## config.mk

```make
export PLATFORM = sky130hd
export DESIGN_NAME = mem_bus_bridge
export DESIGN_NICKNAME = d
export VERILOG_FILES = /design/src/rtl/mem_bus_bridge.sv
export SDC_FILE = /design/constraint.sdc
export NUM_CORES = 1
export LEC_CHECK = 0
export ABC_AREA = 1
export BUFFER_PORTS_ARGS = -buffer_cell sky130_fd_sc_hd__buf_2
export CAP_MARGIN = 0
export CORE_ASPECT_RATIO = 0.8
export CORE_UTILIZATION = 43
export CTS_CLUSTER_SIZE = 20
export DETAILED_ROUTE_END_ITERATION = 10
export PLACE_DENSITY = 0.75
export SETUP_SLACK_MARGIN = 0.05
export SKIP_CTS_REPAIR_TIMING = 1
export SLEW_MARGIN = 5
export SYNTH_ARGS = -nofsm -noshare
export SYNTH_HDL_FRONTEND = slang
export SYNTH_SLANG_ARGS = --single-unit
```

## constraint.sdc

```tcl
create_clock -name clk -period 1.67 [get_ports clk]
set_clock_uncertainty 0.1 [all_clocks]
set_input_delay 0.2505 -clock clk [delete_from_list [all_inputs] [get_ports clk]]
set_output_delay 0.2505 -clock clk [all_outputs]
set_load 0.01 [all_outputs]
```

## src/rtl/mem_bus_bridge.sv

```systemverilog
// Bridge from the core's single memory port to a req/ack memory bus with timeout.
// Optional single-entry read cache enabled by defining BRIDGE_RDCACHE_EN.
module mem_bus_bridge #(
  parameter int unsigned TIMEOUT  = 255,
  parameter logic [31:0] ERR_DATA = 32'hDEADBEEF
) (
  input  logic        clk,
  input  logic        reset,
  input  logic [31:0] cpu_adr,
  input  logic [31:0] cpu_wd,
  input  logic        cpu_we,
  input  logic        cpu_re,
  output logic [31:0] cpu_rd,
  output logic        cpu_stall,
  output logic        mem_req,
  output logic        mem_we,
  output logic [29:0] mem_adr,
  output logic [31:0] mem_wd,
  input  logic [31:0] mem_rdata,
  input  logic        mem_ack,
  output logic        bus_err
);

  localparam int unsigned CW = $clog2(TIMEOUT + 1);
  localparam logic [CW-1:0] CNT_LAST = CW'(TIMEOUT - 1);
  localparam logic [CW-1:0] CNT_MAX  = '1;

  typedef enum logic [1:0] {IDLE, REQ, DONE, ERR} state_t;

  state_t        state;
  logic [CW-1:0] cnt;
  logic          cpu_access;
  logic          timed_out;
  logic          hit;
  logic [31:0]   hit_data;
  logic          unused_adr_lsbs;

  assign cpu_access      = cpu_we | cpu_re;
  assign timed_out       = (state == REQ) && !mem_ack && (cnt == CNT_LAST);
  assign cpu_stall       = ((state == IDLE) && cpu_access) || (state == REQ);
  assign unused_adr_lsbs = ^cpu_adr[1:0];

`ifdef BRIDGE_RDCACHE_EN
  logic [29:0] c_tag;
  logic [31:0] c_data;
  logic        c_valid;

  assign hit      = cpu_re && !cpu_we && c_valid && (c_tag == cpu_adr[31:2]);
  assign hit_data = c_data;

  always_ff @(posedge clk or negedge reset) begin
    if (!reset) begin
      c_tag   <= '0;
      c_data  <= '0;
      c_valid <= 1'b0;
    end else if (state == REQ) begin
      if (mem_ack) begin
        if (!mem_we) begin
          c_tag   <= mem_adr;
          c_data  <= mem_rdata;
          c_valid <= 1'b1;
        end else if (c_valid && (c_tag == mem_adr)) begin
          c_data  <= mem_wd;
        end
      end else if (timed_out) begin
        c_valid <= 1'b0;
      end
    end
  end
`else
  assign hit      = 1'b0;
  assign hit_data = '0;
`endif

  always_ff @(posedge clk or negedge reset) begin
    if (!reset) begin
      state   <= IDLE;
      cnt     <= '0;
      mem_req <= 1'b0;
      mem_we  <= 1'b0;
      mem_adr <= '0;
      mem_wd  <= '0;
      cpu_rd  <= '0;
      bus_err <= 1'b0;
    end else begin
      case (state)
        IDLE: begin
          if (cpu_access) begin
            mem_adr <= cpu_adr[31:2];
            mem_wd  <= cpu_wd;
            mem_we  <= cpu_we;
            cnt     <= '0;
            // A cache hit completes without touching the bus.
            if (hit) begin
              cpu_rd <= hit_data;
              state  <= DONE;
            end else begin
              mem_req <= 1'b1;
              state   <= REQ;
            end
          end
        end
        REQ: begin
          if (mem_ack) begin
            mem_req <= 1'b0;
            cnt     <= '0;
            if (!mem_we) cpu_rd <= mem_rdata;
            state   <= DONE;
          end else if (timed_out) begin
            mem_req <= 1'b0;
            cnt     <= '0;
            bus_err <= 1'b1;
            if (!mem_we) cpu_rd <= ERR_DATA;
            state   <= ERR;
          end else if (cnt != CNT_MAX) begin
            cnt <= cnt + 1'b1;
          end
        end
        DONE:    state <= IDLE;
        ERR:     state <= IDLE;
        default: state <= IDLE;
      endcase
    end
  end

endmodule

```

==> impl_metrics.tcl <==
set metrics [dict create \
    reg2reg_to "cpu_rd[6]" \
    async_reset_ff_share_pct 100.0 \
    critPathTopFamily "simple AND/OR/NAND/NOR gates" \
    worst_setup_path_end_kind "register" \
    cp_max_fo 16 \
    grt_max_degree 108 \
    rsz0062_at_grt "yes" \
    reg2reg_depth 10 \
    clock.fmax_mhz 609.2 \
    r2r-start "cnt[0]" \
    nFillCells 875 \
    dieArea_um2 10940 \
    wirelength_um 10390 \
    cap_violations 0 \
    critPathRequiredTime_ps 1790 \
    clock_latency_ps 330 \
    synth_mux_area_share_pct 15.42 \
    grt_first_pass_wirelength_um 16040 \
    firstDrtPassIters 4 \
    synth_xor_area_share_pct 0.3870 \
    io_buffer_count 196 \
    synth.distinct_cells 23 \
    worstPathArrival_ps 1760 \
    peakVddDrop_v 0.001042 \
    synth_area_leaders "dfrtp_1 59%, mux2_2 15%, nand2_1 7.1%, nand3_1 3.5%, or2_2 3.5%" \
    worst-r2r-setup-slack_ps 30 \
    grt_pass1_vias 3599 \
    num_vias 3628 \
    dpl.cell_count 731 \
    holdCritStartpoint "cpu_adr[17]" \
    setup_violations 0 \
    area_growth_pct 36.98 \
    cp_num_buf_inv 3 \
    syn_area_per_cell_um2 11.43 \
    synth_most_common_cell "dfrtp_1" \
    boundaryPins 199 \
    multiInputGateArea_um2 1704 \
    initial_core_util_pct 44.21 \
    cts_tree "done" \
    grt_overflow 0 \
    place_congestion 0.8037 \
    instances_no_fill 752 \
    synth-seq-area-share_pct 59.15 \
    core_um2 10240 \
    yosys_most_used_dff "dfrtp_1" \
    via_per_inst 4.824 \
    synth_top_area_share_pct 59.15 \
    path_clk_slew_ps 70 \
    worst_pin_slew_ps 585.9 \
    hold_path_class "primary input to register" \
    num_antenna_cells 0 \
    fp.dieH_um 93.77 \
    hold_depth 2 \
    synth_edf_count 0 \
    cp-start-kind "register" \
    max_stage_delay_ps 370 \
    slew_violations 0 \
    synthAdderAreaFrac_pct 0.5528 \
    final_nets 710 \
    finalHoldViolCount 0 \
    cts_max_level 3 \
    worstHoldEndpoint "mem_adr[15]" \
    clk_path_buf_depth 2 \
    cts_buffers 9 \
    synth-seq-cells 107 \
    yosys.area_share.simple_pct 18.52 \
    synth_common_cells "107 x dfrtp_1, 86 x nand2_1, 62 x mux2_2" \
    avgRoutedWirePerCell_um 13.81 \
    max_slew_margin_pct 60.94 \
    drc 0 \
    postSynthCellCount 396 \
    crit_type "register to register" \
    p_total_mw 11.89 \
    hpwl_um 7440 \
    synth_area_um2 4527 \
    synth_fp_nets 499 \
    die_w_um 116.7 \
    grtUsageTotal_pct 18.63 \
    status "finished clean" \
    antenna_found_initial 0 \
    cts_sinks 107 \
    row_count 33 \
    p_leak_nw 3.179 \
    final.min_clock_period_ps 1642 \
    ant_nets 0 \
    regArea_um2 2678 \
    path_cells "inv_1, ha_1, inv_1, nor2_1, nand2_2, a21oi_4, buf_12, nand2_8, nand2_1, nand2_1" \
    fin_crit_sh_pct 98.29 \
    synth-compound-area-share_pct 1.244 \
    drtIter0Drc 158 \
    ys_warn_count 0 \
    yosys.area.top_type "dfrtp_1" \
    cp_slowest_cell "dfrtp_1" \
    layout-drive-gt1-share_pct 55.72 \
    synth_top_family_by_area "simple AND/OR/NAND/NOR gates" \
    root_buffer "clkbuf_16" \
    power_density_nw_per_um2 1917 \
]
per-layer routing:
| metal | share of wire [%] | vias to the layer above | track usage (%) |
|---|---|---|---|
| met2 | 50 | 150 | 33.33 |
| met3 | 7.7 | 15 | 6.065 |
| li1 | - | 1717 | - |
| met1 | 41 | 1746 | 21.08 |
| met5 | 0 | - | 0 |
| met4 | 1.2 | 0 | 5.380 |
power breakdown:
group	internal, mW	switching, mW	total (mW)
Sequential	3.82	0.624	4.45
Clock	1.51	0.885	2.39
Combinational	2.45	2.60	5.05
layout by cell type, fill, tap and decap left out, drive strengths merged, types with 7 or more instances in the layout:
cell    count
or2        25
clkbuf     13
nand4       8
dfrtp     107
nand2      98
o21ai       7
nor2       16
inv        17
nand3      32
mux2       62
buf       215
registers in the layout (all words and copies together) (netlist names):
signal,count
cpu_rd,32
mem_req,1
bus_err,1
state,2
mem_adr,30
cnt,8
mem_wd,32
mem_we,1
worst reg2reg max path: stages (launching register included):
cell and delay [ps]:
dfrtp_1 370, inv_1 60, ha_1 130, inv_1 40
nor2_1 110, nand2_2 110, a21oi_4 180, buf_12 160
nand2_8 130, nand2_1 100, nand2_1 50
cell type report:
type                       count  area share, %
sequential                   107          43.18
multi-input combinational    255          27.48
timing repair buffer         217          19.94
clock buffer                  12          3.975
tap                          140          2.825
clock inverter                 4          1.574
inverter                      17          1.029
cells by family (layout without fill, tap and decap cells):
logic type               count (synthesis)  in the layout
multiplexers                            62             62
AO/OA/AOI/OAI                            9              9
AND/OR/NAND/NOR                        179            180
buffers and inverters                   35            250
flip-flops                             107            107
adder cells (fa/ha/maj)                  2              2
XOR/XNOR                                 2              2
worst max path at each step:
stage	startpoint	slack, ps	endpoint	cells after the start
after global placement	cnt[0]	-40	cpu_rd[10]	9
after detailed placement	cnt[0]	-90	cpu_rd[12]	9
final	cnt[0]	30	cpu_rd[6]	10
after CTS	cnt[0]	-100	cpu_rd[12]	9
after global routing	cnt[0]	-50	cpu_rd[22]	10
after floorplan	cnt[0]	70	cpu_rd[10]	10
through the flow:
stage / cell area (µm²) / worst slack [ps] / TNS [ps] / hold slack (ps) / util [%]
after floorplan: 4527 / 70.67 / 0 / -145.1 / -
after global placement: 5715 / -43.96 / -1190 / 260.9 / 55.82
after detailed placement: 5715 / -85.68 / -2181 / 273.4 / 55.82
after CTS: 6060 / -98.66 / -2502 / -91.99 / 59.18
after global routing: 6201 / -53.50 / -1317 / 29.53 / 60.56
final: 6201 / 28.49 / 0 / 48.23 / 60.56
Note: power is estimated with default switching activity, not from simulation.
